--- src/rtl/ifu_defs_pkg.sv ---
// ---------------------------------------------------------------------------
// ifu_defs: constants shared by the fetch unit and its F/D pipeline register.
//   PC_RESET     fetch PC after reset
//   EXC_HANDLER  fetch PC on exception/interrupt entry
//   EXC_NONE     F/D exception code: no exception
//   EXC_ADEL     F/D exception code: instruction-fetch address error
// ---------------------------------------------------------------------------
package ifu_defs;

    localparam logic [31:0] PC_RESET    = 32'h0000_3000;
    localparam logic [31:0] EXC_HANDLER = 32'h0000_4180;
    localparam logic [4:0]  EXC_NONE    = 5'd0;
    localparam logic [4:0]  EXC_ADEL    = 5'd4;

    // Sequential fetch step; wraps modulo 2^32.
    function automatic logic [31:0] pc_plus4(input logic [31:0] pc);
        return pc + 32'd4;
    endfunction

endpackage

--- src/rtl/if_fetch_unit_fd_reg.sv ---
// ---------------------------------------------------------------------------
// fd_reg: F/D pipeline register between fetch and decode.
//   clk, reset   clock, synchronous active-high reset
//   en           capture enable (low while the pipeline is stalled)
//   flush        replace the captured instruction with a bubble; wins over en
//   flush_pc     PC recorded alongside the bubble
//   pc_in        fetch PC being captured
//   instr_in     instruction word returned for pc_in
//   adel_in      fetch address error for pc_in
//   bd_in        captured instruction sits in a branch delay slot
//   d_instr/d_pc/d_exc/d_bd  registered outputs toward decode
// ---------------------------------------------------------------------------
module fd_reg
    import ifu_defs::*;
#(
    parameter logic [31:0] RESET_PC = 32'h0000_3000
) (
    input  logic        clk,
    input  logic        reset,
    input  logic        en,
    input  logic        flush,
    input  logic [31:0] flush_pc,
    input  logic [31:0] pc_in,
    input  logic [31:0] instr_in,
    input  logic        adel_in,
    input  logic        bd_in,
    output logic [31:0] d_instr,
    output logic [31:0] d_pc,
    output logic [4:0]  d_exc,
    output logic        d_bd
);

    logic [31:0] d_instr_reg;
    logic [31:0] d_pc_reg;
    logic [4:0]  d_exc_reg;
    logic        d_bd_reg;

    // A faulting fetch must not hand a garbage word to decode: force it to
    // zero (a nop) so only the exception code carries meaning.
    logic [31:0] instr_gated;

    genvar gi;
    generate
        for (gi = 0; gi < 32; gi++) begin : g_instr_gate
            assign instr_gated[gi] = instr_in[gi] & ~adel_in;
        end
    endgenerate

    always_ff @(posedge clk) begin
        if (reset) begin
            d_instr_reg <= 32'd0;
            d_pc_reg    <= RESET_PC;
            d_exc_reg   <= EXC_NONE;
            d_bd_reg    <= 1'b0;
        end else if (flush) begin
            d_instr_reg <= 32'd0;
            d_pc_reg    <= flush_pc;
            d_exc_reg   <= EXC_NONE;
            d_bd_reg    <= 1'b0;
        end else if (en) begin
            d_instr_reg <= instr_gated;
            d_pc_reg    <= pc_in;
            d_exc_reg   <= adel_in ? EXC_ADEL : EXC_NONE;
            d_bd_reg    <= bd_in;
        end
    end

    assign d_instr = d_instr_reg;
    assign d_pc    = d_pc_reg;
    assign d_exc   = d_exc_reg;
    assign d_bd    = d_bd_reg;

endmodule

--- src/rtl/if_fetch_unit.sv ---
// ---------------------------------------------------------------------------
// if_fetch_unit: owns the fetch PC, drives it to instruction memory and
// captures the returned word (plus fetch-error flag) into the F/D register.
// Next-PC priority: reset > req > eret_d > stall > redirect > f_pc+4.
//
// Ports:
//   clk, reset        clock, synchronous active-high reset
//   f_pc              fetch PC to instruction memory
//   im_instr, im_adel combinational IM response for f_pc
//   stall             hold PC and F/D register
//   redirect/redirect_pc  taken branch / jump target from D
//   d_is_jump         D holds a branch/jump (next fetch is its delay slot)
//   eret_d, epc       eret in D, return address from CP0
//   req               exception/interrupt accepted at M
//   d_instr, d_pc, d_exc, d_bd  F/D register outputs
//
// Build option: define IFU_BD_TRACK_EN to capture d_bd from d_is_jump;
// otherwise d_bd is constant 0 and d_is_jump is ignored.
// ---------------------------------------------------------------------------
module if_fetch_unit #(
    parameter logic [31:0] PC_RESET    = ifu_defs::PC_RESET,
    parameter logic [31:0] EXC_HANDLER = ifu_defs::EXC_HANDLER
) (
    input  logic        clk,
    input  logic        reset,
    output logic [31:0] f_pc,
    input  logic [31:0] im_instr,
    input  logic        im_adel,
    input  logic        stall,
    input  logic        redirect,
    input  logic [31:0] redirect_pc,
    input  logic        d_is_jump,
    input  logic        eret_d,
    input  logic [31:0] epc,
    input  logic        req,
    output logic [31:0] d_instr,
    output logic [31:0] d_pc,
    output logic [4:0]  d_exc,
    output logic        d_bd
);

    import ifu_defs::*;

    logic [31:0] f_pc_reg;
    logic [31:0] f_pc_next;
    logic        fd_flush;
    logic [31:0] fd_flush_pc;
    logic        bd_capture;

    // req and eret_d override a stall: both discard what is in flight and
    // vector fetch elsewhere. A redirect during a stall is dropped because
    // D keeps presenting it until the stall clears.
    always_comb begin
        f_pc_next = pc_plus4(f_pc_reg);
        if (req) begin
            f_pc_next = EXC_HANDLER;
        end else if (eret_d) begin
            f_pc_next = epc;
        end else if (stall) begin
            f_pc_next = f_pc_reg;
        end else if (redirect) begin
            f_pc_next = redirect_pc;
        end
    end

    always_ff @(posedge clk) begin
        if (reset) begin
            f_pc_reg <= PC_RESET;
        end else begin
            f_pc_reg <= f_pc_next;
        end
    end

    assign f_pc = f_pc_reg;

    // eret has no delay slot, so the word fetched alongside it is squashed.
    assign fd_flush    = req | eret_d;
    assign fd_flush_pc = req ? EXC_HANDLER : epc;

`ifdef IFU_BD_TRACK_EN
    assign bd_capture = d_is_jump;
`else
    // Tracking disabled: the AND keeps d_is_jump formally connected.
    assign bd_capture = d_is_jump & 1'b0;
`endif

    fd_reg #(
        .RESET_PC (PC_RESET)
    ) u_fd_reg (
        .clk      (clk),
        .reset    (reset),
        .en       (~stall),
        .flush    (fd_flush),
        .flush_pc (fd_flush_pc),
        .pc_in    (f_pc_reg),
        .instr_in (im_instr),
        .adel_in  (im_adel),
        .bd_in    (bd_capture),
        .d_instr  (d_instr),
        .d_pc     (d_pc),
        .d_exc    (d_exc),
        .d_bd     (d_bd)
    );

endmodule
--- config.mk ---
export PLATFORM = sky130hd
export DESIGN_NAME = if_fetch_unit
export DESIGN_NICKNAME = d
export VERILOG_FILES = /design/src/rtl/ifu_defs_pkg.sv /design/src/rtl/if_fetch_unit_fd_reg.sv /design/src/rtl/if_fetch_unit.sv
export SDC_FILE = /design/constraint.sdc
export NUM_CORES = 1
export LEC_CHECK = 0
export ABC_CLOCK_PERIOD_IN_PS = 2280
export CAP_MARGIN = 30
export CORE_AREA = 2 2 108 110
export DETAILED_ROUTE_END_ITERATION = 12
export DIE_AREA = 0 0 110 112
export HOLD_SLACK_MARGIN = 0.08
export PLACE_DENSITY = 0.81
export SYNTH_ARGS = -nofsm -noshare
export SYNTH_HDL_FRONTEND = slang
export SYNTH_SLANG_ARGS = --single-unit
--- constraint.sdc ---
create_clock -name clk -period 2.28 [get_ports clk]
set_input_delay 0.228 -clock clk [delete_from_list [all_inputs] [get_ports clk]]
set_output_delay 0.228 -clock clk [all_outputs]
set_load 0.05 [all_outputs]
==> Word-level counts from Yosys, hierarchy flattened <==
Index checks and enable logic that the tools add are counted.
{ "op_classes": {"addsub": 1, "reduce_logical": 2, "bitwise_logic": 34, "muxes": 8, "eq_ne": 3} }
{ "op_table": {"columns": ["cell", "count"], "rows": [
  ["$mux 32", 6],
  ["$add 32x3->32 const B", 1],
  ["$and 1x1->1", 32],
  ["$mux 15", 1],
  ["$ne 2x1->1 const B", 2],
  ["$reduce_or 2->1", 2],
  ["$mux 3", 1],
  ["$ne 3x1->1 const B", 1],
  ["$not 1->1", 1],
  ["$or 1x1->1", 1]
]} }
{ "word_totals": {"register_bits": 101, "output_inout_bits": 102, "inputBits": 104} }

==> Depth between registers and ports, before layout <==
Gate-level depths: netlist (run 1).
{ "logic_depth": {"word_depth": 5, "depth_mapped": 7, "depth_no_buf": 6} }

==> By module <==
A second synthesis (run 1) with hierarchy kept.
{ "hier_totals": {"hier_cells": 665, "area_unflattened_um2": 5615.4} }
{ "modules_own_cells": {"columns": ["module", "cells_per_inst", "instances", "area_per_inst_um2", "seq_area_each_um2"], "rows": [
  ["fd_reg", 298, 1, 3061.7, 1321.3],
  ["if_fetch_unit", 367, 1, 2553.7, 640.6]
]} }

==> Least setup slack after synthesis (run 1) <==
OpenSTA, ideal clock, no wires.
{ "synth_timing": {"path_type": "register -> register", "from": "register f_pc_reg[2] (netlist: f_pc[2])", "to": "register f_pc_reg[14] (netlist: f_pc[14])", "n_path_buf": 0, "arrival_ps": 1959, "required_ps": 2148, "setup_ps": 132, "path_slack_ps": 189, "stages_incl_launch_ff": 7, "cell_sequence": "dfxtp_1 > ha_1 > nand3_2 > nor3_4 > nand3_1 > a221oi_1 > nor3_1"} }
{ "synth_via": {"elab_chain_cells": 5} }
{ "synth_lines": {"columns": ["element", "line_no", "text"], "rows": [
  ["start, declared", "if_fetch_unit.sv:44", "logic [31:0] f_pc_reg;"],
  ["start signal, assigned", "if_fetch_unit.sv:70", "f_pc_reg <= f_pc_next;"],
  ["$add 32x3->32", "ifu_defs_pkg.sv:17", "return pc + 32'd4;"],
  ["$mux 32", "if_fetch_unit.sv:61", "end else if (redirect) begin"],
  ["$mux 32", "if_fetch_unit.sv:59", "end else if (stall) begin"],
  ["$mux 32", "if_fetch_unit.sv:57", "end else if (eret_d) begin"],
  ["$mux 15", "if_fetch_unit.sv:55", "if (req) begin"]
]} }
Every way passes these cells. The select of a mux whose other input is x is not followed.
A chain may end at the register's enable or synchronous reset.

==> Worst setup path in the final report (run 1) <==
{ "layout_timing": {"from": "register f_pc_reg[3] (netlist: f_pc[3])", "to": "register f_pc_reg[16] (netlist: f_pc[16])"} }
{ "layout_via": {"elab_chain_cells": 4} }
{ "layout_lines": {"columns": ["element", "line_no"], "rows": [
  ["$add 32x3->32", "ifu_defs_pkg.sv:17"],
  ["$mux 32", "if_fetch_unit.sv:61"],
  ["$mux 32", "if_fetch_unit.sv:59"],
  ["$mux 32", "if_fetch_unit.sv:57"]
]} }
Every way passes these cells. The select of a mux whose other input is x is not followed.

==> flow_summary.toml, run 1 <==
[status]
status = "finished, final reports clean"

[timing]
fin_crit_sh_pct = 86.4
finalClockSkew_ns = 0.00443
final-hold-violation-count = 0
worst_pin_slew_ns = 0.626
rsz0062_at_grt = "false"
fin_setup_tns_ns = 0
setup_viol = 0
slew_viol_final = 0
fmaxAchievable_ghz = 0.508
max_slew_margin_pct = 58.2
holdWs_ns = 0.362
min_period_ns = 1.97

[logic_synthesis]
yosysSeqAreaShare_pct = 41.2
synth_seq_cells = 97
yosys.area.top_type_share_pct = 41.2
async_reset_ff_share_pct = 0
yosysTopAreaCell = "dfxtp_1"
synth_cell_types = 56
synth_edf_count = 0
ys.warnings.count = 0
synth.area.top_cells = "dfxtp_1 (41%), mux2i_1 (9.1%), nor2_1 (6.5%)"
synthFlopType = "dfxtp_1"
synth.avg_cell_area_um2 = 8.50
syn_inst = 554
syn_area_um2 = 4710

[layout]
final_area_um2 = 7190
multi_input_area_um2 = 2520
drive_above_1_share_pct = 8.78
diodes = 0
n_fill_cell = 974
fin_cells = 895
finish.net_count = 852
seq_area_um2 = 1940
area_delta_synth_final_pct = 52.7

[worst_setup_path]
critPathSlowestCell = "nor3_4"
slowest_delay_ns = 0.45
cp_num_buf_inv = 0
path_delay_family = "simple AND/OR/NAND/NOR gates"
worst-path-max-fanout = 8
end_kind = "flop"
required_ns = 2.57
critPathLaunchType = "flop"
path_cells = "ha_1 -> nand3_2 -> nor3_4 -> a41oi_1 -> nor3_1 -> o221a_2"
cp.arrival_ns = 2.26
crit_type = "flop to flop"

[detailed_routing]
dr_wl_met2_mm = 7.75
wl_met3_mm = 1.30
drt_iter0_drc = 421
routedWlPerCell_um = 17.8
final_antenna_net_count = 0
dr.max_layer_used = "met4"
drt-met1-wl_mm = 6.53
via_per_inst = 5.71
vias = 5108
drc = 0
drt_pass1_iterations = 7
wl_mm = 16.0

[die]
die_area_um2 = 12300
io_pins = 206
coreArea_um2 = 11200
rows = 39
start_util_pct = 42.1
fp.dieH_um = 112
die_x_um = 110

[pwr]
p_sw_share_pct = 29.3
leakagePower_nw = 2.75
p_total_mw = 4.31
comb_power_share_pct = 22.0
clock_power_share_pct = 35.7
ir_worst_vdd_uv = 341
power_switching_mw = 1.26
seqPwrFrac_pct = 42.3
p_per_area_nw_per_um2 = 600
internal-power_mw = 3.05

[clock_tree]
post-cts-setup-buffer-count = 0
cts_resized = 0
root_buffer = "clkbuf_16"
ctsHoldBuffers = 0
cts_buffers = 9
cts_tree = "yes"
clk_latency_ns = 0.34
cts_max_level = 3
clk_pin_slew_ns = 0.07
clock_path_buffers = 2
cts.sinks = 97

[grt]
antenna_found_initial = 0
grt_pass1_vias = 4918
grtUsageTotal_pct = 25.3
grt_first_pass_wirelength_mm = 24.8
overflow = 0
grt_max_degree = 35

[placement]
port_buffers = 199
post-dp-hpwl_mm = 11.8
place.gp.congestion = 0.929
place_area_um2 = 6880
place_inst = 879

[worst_hold_path]
holdCritPathClass = "input port to flop"

[run]
max_cap_viol_count = 0
## path summary, 6_finish.rpt
check | start | end | slack, ns | cells after the start
setup / recovery | f_pc[3] | f_pc[16] | 0.31 | 6
hold / removal | eret_d | f_pc[19] | 0.36 | 3
setup reg to reg | f_pc[3] | f_pc[16] | 0.31 | 6
hold reg to reg | u_fd_reg.d_exc[2] | u_fd_reg.d_exc[2] | 0.50 | 2
## worst min-delay path, delay by kind of cell
family	cells	cell delay, ns
AO/OA/AOI/OAI	2	0.24
buffers and inverters	1	0.19
## synthesized netlist by cell type, types with 3 or more instances
library cell / number
a221oi_1: 11
buf_4: 6
a22o_1: 3
o31ai_1: 4
nand2b_1: 4
mux2i_1: 43
o21ai_0: 32
buf_2: 13
a221o_1: 3
nor2_1: 82
and3_1: 3
o22ai_1: 9
a31oi_1: 3
inv_1: 9
a21oi_1: 48
a211oi_1: 10
buf_1: 5
a21o_1: 4
dfxtp_1: 97
nor2b_1: 4
nand4_1: 3
nand2_1: 34
nor4_1: 5
o221a_2: 3
clkbuf_1: 25
a22oi_1: 36
nand3_1: 13
nor3_1: 6
## power groups by stage
stage	logic, mW	registers (mW)	clock network, mW
2_1_floorplan	0.321	2.07	0
3_3_place_gp	0.926	1.86	0
3_5_place_dp	0.941	1.86	0
4_1_cts	0.946	1.82	1.57
5_1_grt	1.00	1.83	1.65
6_report	0.949	1.82	1.54
## stage by stage
stage / worst slack (ns) / util (%)
3_3_place_gp: 0.325 / 61.6
3_5_place_dp: 0.262 / 61.6
5_1_grt: 0.0653 / 64.3
6_report: 0.310 / 64.3
2_1_floorplan: 0.189 / -
4_1_cts: 0.290 / 64.3
## metal layers
layer,track usage [%],up-vias
li1,-,2427
met1,32.7,2419
met2,41.6,235
met3,5.15,27
met4,8.19,0
met5,0,-
## cell type report
class                   instances  area share [%]
repair buffers                228            30.6
multi-input cells             401            35.1
clock inverters                 6           0.940
flip-flops and latches         97            27.0
well taps                     143            2.49
clock buffers                  10            3.32
inverters                      10           0.522
## layout by cell type (no fill, tap or decap), types with 5 or more instances in the layout
cell,instances
a211oi_1,10
a22oi_1,36
clkdlybuf4s50_1,197
clkbuf_16,9
nor3_1,6
a21oi_1,48
nand3_1,13
nand2_1,34
mux2i_1,43
dfxtp_1,97
inv_1,9
conb_1,5
nor4_1,5
a221oi_1,11
o21ai_0,32
buf_4,30
nor2_1,80
o22ai_1,9
## kinds of logic after synthesis
logic type	synth area share [%]
flip-flops	41.2
XOR/XNOR	0.186
AND/OR/NAND/NOR	17.9
multiplexers	9.62
other	0.0796
AO/OA/AOI/OAI	25.1
buffers and inverters	5.63
adder cells (fa/ha/maj)	0.266
Power figures use the tool's default switching activity.
==> run 2: changes to the inputs <==
--- a/config.mk
+++ b/config.mk
@@ -7,11 +7,12 @@
 export LEC_CHECK = 0
 export ABC_CLOCK_PERIOD_IN_PS = 2280
 export CAP_MARGIN = 30
-export CORE_AREA = 2 2 108 110
+export CORE_AREA = 8 8 114 116
 export DETAILED_ROUTE_END_ITERATION = 12
-export DIE_AREA = 0 0 110 112
+export DIE_AREA = 0 0 122 124
 export HOLD_SLACK_MARGIN = 0.08
 export PLACE_DENSITY = 0.81
+export REMOVE_ABC_BUFFERS = 1
 export SYNTH_ARGS = -nofsm -noshare
 export SYNTH_HDL_FRONTEND = slang
 export SYNTH_SLANG_ARGS = --single-unit
==> flow_summary.toml, run 2 (synthesis gave the netlist of run 1 again) <==
[timing]
worst_pin_slew_ns = 0.598
rsz0062_at_grt = "false"
fin_crit_sh_pct = 86.8
finalClockSkew_ns = 0.00678
fin_setup_tns_ns = 0
fmaxAchievable_ghz = 0.505
final-hold-violation-count = 0
slew_viol_final = 0
min_period_ns = 1.98
setup_viol = 0
max_slew_margin_pct = 60.0

[worst_setup_path]
critPathLaunchType = "flop"
crit_type = "flop to flop"
end_kind = "flop"
path_delay_family = "simple AND/OR/NAND/NOR gates"
cp_num_buf_inv = 0
required_ns = 2.51
path_cells = "ha_1 -> nand3_2 -> nor3_4 -> nand3_1 -> a221oi_1 -> nor3_1"
worst-path-max-fanout = 8
reg2reg_from = "f_pc[3]"
critPathSlowestCell = "dfxtp_1"
cp.arrival_ns = 2.21
slowest_delay_ns = 0.44
startpoint = "f_pc[3]"

[detailed_routing]
vias = 5055
drc = 0
drt_iter0_drc = 381
wl_mm = 17.6
via_per_inst = 5.64
routedWlPerCell_um = 19.6
drt_pass1_iterations = 5
final_antenna_net_count = 0

[clock_tree]
cts_resized = 0
cts_buffers = 9
clk_latency_ns = 0.35
clock_path_buffers = 2
cts.sinks = 97
post-cts-setup-buffer-count = 0
clk_pin_slew_ns = 0.06
ctsHoldBuffers = 0
cts_tree = "yes"
cts_max_level = 3
root_buffer = "clkbuf_16"

[layout]
final_common_cell = "clkdlybuf4s50_1"
finish.net_count = 855
drive_above_1_share_pct = 9.02
layout.cells.most_common_list = "clkdlybuf4s50_1 (197), dfxtp_1 (97), nor2_1 (80)"
diodes = 0
area_delta_synth_final_pct = 53.4
fin_cells = 897

[pwr]
p_per_area_nw_per_um2 = 613
leakagePower_nw = 2.77
ir_worst_vdd_uv = 582

[die]
start_util_pct = 42.1
fp.dieH_um = 124
coreArea_um2 = 11200
rows = 39
io_pins = 206
die_x_um = 122
die_area_um2 = 15100

[placement]
place.gp.congestion = 0.887
post-dp-hpwl_mm = 13.1
port_buffers = 199
place_inst = 882

[grt]
antenna_found_initial = 0
grtUsageTotal_pct = 22.6
gr-usage-met2_pct = 38.3
grt_first_pass_wirelength_mm = 27.0
overflow = 0
grt_max_degree = 34
met3_usage_pct = 7.48
gr-usage-met1_pct = 26.9
busiest_layer = "met2"
grt_pass1_vias = 4993

[run]
max_cap_viol_count = 0

[worst_hold_path]
holdCritPathClass = "input port to flop"
min_from = "eret_d"

[status]
status = "finished, final reports clean"
[run 2: cell count changes in the layout (fill, tap and decap cells not counted)]
cell | previous run | this run
buf_4 | 30 | 33
bufinv_16 | 1 | 2
clkinv_4 | 2 | 0
[run 2: per-stage QoR]
step / hold slack [ns] / util, % / setup slack (ns) / total power, mW / area, um2
3_5_place_dp: 0.500 / 61.8 / 0.150 / 2.82 / 6910
6_report: 0.358 / 64.7 / 0.300 / 4.43 / 7220
5_1_grt: 0.352 / 64.7 / 0.148 / 4.59 / 7220
2_1_floorplan: 0.297 / - / 0.0834 / 2.33 / 4500
4_1_cts: 0.335 / 64.7 / 0.283 / 4.45 / 7220
3_3_place_gp: 0.487 / 61.8 / 0.264 / 2.80 / 6910
[run 2: path summary, 6_finish.rpt]
kind                                              to  slack (ns)  depth (start not counted)
worst max-delay path                        f_pc[14]        0.30                          6
worst min-delay path                         f_pc[4]        0.36                          3
worst max register to register              f_pc[14]        0.30                          6
worst min register to register  u_fd_reg.d_instr[17]        0.51                          2
[run 2: layer usage]
metal  routed length [um]  up-vias  share of wire [%]
met3                 1470       22                8.4
met1                 7390     2384                 42
li1                     -     2417                  -
met4                  243        0                1.4
met2                 8470      232                 48
met5                    0        -                  0
[run 2: cell type report]
class                           instances  area (um2)
Clock inverter                          5        80.1
Inverter                               10        37.5
Clock buffer                           10         239
Sequential cell                        97        1940
Fill cell                             957        3950
Multi-Input combinational cell        401        2520
Tap cell                              143         179
Timing Repair Buffer                  231        2220
[run 2: report_power, final]
part	switching, mW	internal [mW]
clock network	0.657	0.983
logic	0.555	0.413
registers	0.0603	1.76
[run 2: worst min-delay path, stage by stage]
cell	delay [ns]
buf_2	0.23
nand2_1	0.13
a21oi_1	0.06
==> edit 1 (settings of run 2) <==
Build with the macro `IFU_BD_TRACK_EN` defined.
--- a/src/rtl/if_fetch_unit.sv
+++ b/src/rtl/if_fetch_unit.sv
@@ -17,6 +17,8 @@
 // Build option: define IFU_BD_TRACK_EN to capture d_bd from d_is_jump;
 // otherwise d_bd is constant 0 and d_is_jump is ignored.
 // ---------------------------------------------------------------------------
+`define IFU_BD_TRACK_EN
+
 module if_fetch_unit #(
     parameter logic [31:0] PC_RESET    = ifu_defs::PC_RESET,
     parameter logic [31:0] EXC_HANDLER = ifu_defs::EXC_HANDLER
Behaviour: not the same (a bounded check fails within 4 cycles, from zero or initial values and one cycle with reset high).
==> edit 1 against run 2 <==
  * Clock skew rose by 3.9 ps
  * Count of clock-buffer cells in the layout did not move
  * Total power rose by 0.43%
  * Critical path type unchanged
  * First-iteration DRC count rose by 6.6%
  * Routed wire length rose by 2.2%
  * Critical endpoint is now f_pc[26]
  * Die area did not move
  * Sequential cell count rose by 1
  * Synthesized area rose by 0.82%
  * Critical path depth did not move
  * Highest routed layer unchanged
  * Design area rose by 1.3%
  * Non-clock buffer count rose by 4
  * Worst setup slack got worse by 89 ps
==> edit 1: results (changes against run 2) <==
| Metric | Value |
|---|---|
| Detailed Route WL | `18,000 um (was 17,600 um)` |
| Area fraction of clock buffers and clock inverters | `4.36% (was 4.42%)` |
| Multiplexer area fraction after synthesis | `8.48% (was 9.62%)` |
| P_leak | `2.72 nW (was 2.77 nW)` |
| Switching component of the power | `1.28 mW (was 1.27 mW)` |
| Pre-antenna DRT Iters | `6 (was 5)` |
| # nets final | `866 (was 855)` |
| Run status | `completed (unchanged)` |
| Netlist cell types | `55 (was 56)` |
| Non-Clock Buffer Area Fraction | `31.1% (was 30.8%)` |
| Adder and majority gate portion of the synthesized area | `0.264% (was 0.266%)` |
| Global-route track usage on met2 | `39.2% (was 38.3%)` |
| Synth Area in XOR/XNOR | `0% (was 0.186%)` |
| Sum of net half-perimeters after detailed placement | `13,800 um (was 13,100 um)` |
| Fill cell total of the finished layout | `895 (was 957)` |
| Slack of the worst reg-to-reg path | `210 ps (was 300 ps)` |
| Largest fanout on the critical path | `6 (was 8)` |
| Leading cell types by count after synthesis | `98 x dfxtp_1, 64 x nor2_1, 49 x a21oi_1 (was 97 x dfxtp_1, 82 x nor2_1, 48 x a21oi_1)` |
| Vias per inst | `5.78 (was 5.64)` |
| Met3 WL post-DR | `1730 um (was 1470 um)` |
| Arrival time of data at the critical path endpoint | `2300 ps (was 2210 ps)` |
| Number of synthesized register bits | `98 (was 97)` |
| Hold Path End | `u_fd_reg.d_bd (was f_pc[4])` |
| Cell at the slowest stage of the critical path | `or4_1 (was dfxtp_1)` |
| Total global routing track utilization | `22.9% (was 22.6%)` |
| Number of global-route vias before repair | `5,237 (was 4,993)` |
edit 1: cell count changes in the layout (fill, tap and decap cells not counted), sizes merged, moves of 4 or more:
cell and delta:
a22oi +4, nand3 -4, nand2 +5, and4 +5, mux2i -5, o21ai +10
nor2 -18
edit 1: tightest hold or removal path, stage by stage:
cell and delay [ps]:
buf_2 200, mux2i_1 100, nor2_1 80
edit 1: metrics by stage:
step           cells  setup WS [ps]  cell area (um2)  hold WS (ps)  power (mW)
6_report         909            211             7320           305        4.45
5_1_grt          909           84.2             7320           314        4.62
4_1_cts          909            183             7310           303        4.47
3_5_place_dp     893            219             6990           492        2.85
3_3_place_gp     892            326             6980           486        2.83
2_1_floorplan    515           83.1             4530           297        2.35
edit 1: power groups by stage:
stage	Combinational [mW]	Sequential [mW]	Clock, mW
5_1_grt	1.03	1.85	1.73
4_1_cts	0.978	1.84	1.65
3_5_place_dp	0.974	1.88	0
3_3_place_gp	0.957	1.87	0
6_report	0.978	1.84	1.63
2_1_floorplan	0.258	2.09	0
==> edit 2 (config.mk and constraints of run 2) <==
Without the edit above. Reset style: asynchronous (`reset`), changed in 2 clocked blocks. Comments in the files are not updated.
--- a/src/rtl/if_fetch_unit_fd_reg.sv
+++ b/src/rtl/if_fetch_unit_fd_reg.sv
@@ -46,7 +46,7 @@
         end
     endgenerate
 
-    always_ff @(posedge clk) begin
+    always_ff @(posedge clk or posedge reset) begin
         if (reset) begin
             d_instr_reg <= 32'd0;
             d_pc_reg    <= RESET_PC;
--- a/src/rtl/if_fetch_unit.sv
+++ b/src/rtl/if_fetch_unit.sv
@@ -63,7 +63,7 @@
         end
     end
 
-    always_ff @(posedge clk) begin
+    always_ff @(posedge clk or posedge reset) begin
         if (reset) begin
             f_pc_reg <= PC_RESET;
         end else begin
Behaviour: differs if reset is asserted again (counterexample within 4 cycles, from zero or initial values and one cycle with reset high); with reset held inactive, the same outputs for 4 cycles.
==> edit 2 against run 2 <==
  * Fmax is 7.2% lower
  * Synthesized area up 10%
  * Synthesized cell count fell by 3.1%
  * Routed wire length grew 5.5%
  * Total power increased by 6.2%
  * Design area up 6.8%
  * Worst setup slack got worse by 150 ps
  * Sequential cell count unchanged
  * Largest cell class unchanged
==> edit 2: results (changes against run 2) <==
| Metric | Value |
|---|---|
| Run status | `completed (unchanged)` |
| Worst Skew | `6.23 ps (was 6.78 ps)` |
| Routed vias | `5,262 (was 5,055)` |
| Number of standard cells after synthesis | `537 (was 554)` |
| Count of multi-input combinational gates | `380 (was 401)` |
| Worst Tran Pin Value | `561 ps (was 598 ps)` |
| Main synth FF type | `dfrtp_1 (was dfxtp_1)` |
| Met3 WL post-DR | `1450 um (was 1470 um)` |
| Average wire per standard cell | `21.0 um (was 19.6 um)` |
| Global routing met3 resource utilization | `5.80% (was 7.48%)` |
| Maximum cell stage delay along the critical path | `590 ps (was 440 ps)` |
| Vias per inst | `5.95 (was 5.64)` |
| Number of global-route vias before repair | `5,334 (was 4,993)` |
| Post-synthesis sequential area ratio | `46.8% (was 41.2%)` |
| Gp weighted congestion | `0.845 (was 0.887)` |
| Multi-input combinational area share | `32.6% (was 34.9%)` |
| # nets final | `841 (was 855)` |
| Global-route track usage on met2 | `40.9% (was 38.3%)` |
| Cell at the slowest stage of the critical path | `dfstp_2 (was dfxtp_1)` |
| Layout cells sized above 1 | `9.99% (was 9.02%)` |
| Leading cell types by count after synthesis | `93 x dfrtp_1, 41 x nor2_1, 37 x a22o_1 (was 97 x dfxtp_1, 82 x nor2_1, 48 x a21oi_1)` |
| Largest net degree at the start of global routing | `45 (was 34)` |
| Total length of routed met2 wires | `9470 um (was 8470 um)` |
| Worst setup slack after placement | `187 ps (was 150 ps)` |
| Leading post-synthesis cells by cell area | `dfrtp_1 45%, a22o_1 6.2%, mux2i_1 6.2% (was dfxtp_1 41%, mux2i_1 9.1%, nor2_1 6.5%)` |
==> edit 2: changes by cell type after synthesis, moves of 8 or more <==
cell / run 2 / this run
nor3_1: 6 / 23
inv_1: 9 / 18
mux2i_1: 43 / 32
o22ai_1: 9 / 1
a21boi_0: 0 / 10
dfxtp_1: 97 / 0
a22oi_1: 36 / 7
a211oi_1: 10 / 18
a22o_1: 3 / 37
nor2_1: 82 / 41
dfrtp_1: 0 / 93
buf_2: 13 / 3
a21oi_1: 48 / 30
==> edit 2: path summary, 6_finish.rpt <==
kind / slack (ps) / end / start
worst max-delay path: 150 / f_pc[19] / f_pc[12]
worst min-delay path: 230 / u_fd_reg.d_pc[12] / req
worst max register to register: 150 / f_pc[19] / f_pc[12]
worst min register to register: 500 / u_fd_reg.d_instr[8] / u_fd_reg.d_instr[8]
max in group asynchronous: 1370 / f_pc[12] / reset
min in group asynchronous: 250 / u_fd_reg.d_instr[17] / reset
==> edit 2: power groups by stage <==
stage | Clock (mW) | Sequential (mW) | Combinational, mW
6_report | 1.46 | 1.95 | 1.29
4_1_cts | 1.48 | 1.94 | 1.30
2_1_floorplan | 0 | 2.33 | 0.318
3_3_place_gp | 0 | 1.97 | 1.27
3_5_place_dp | 0 | 1.98 | 1.29
5_1_grt | 1.55 | 1.96 | 1.36
==> edit 2: critical path, delay by kind of cell, from the launching register on <==
family,cells,cell delay [ps]
flip-flops,1,590
AO/OA/AOI/OAI,2,370
AND/OR/NAND/NOR,3,1070
==> edit 2: kinds of logic after synthesis <==
group,Yosys count,synth area share (%)
multiplexers,38,7.46
XOR/XNOR,2,0.337
flip-flops,97,46.8
AO/OA/AOI/OAI,177,24.3
other,1,0.0721
buffers and inverters,64,5.34
AND/OR/NAND/NOR,157,15.5
adder cells (fa/ha/maj),1,0.240
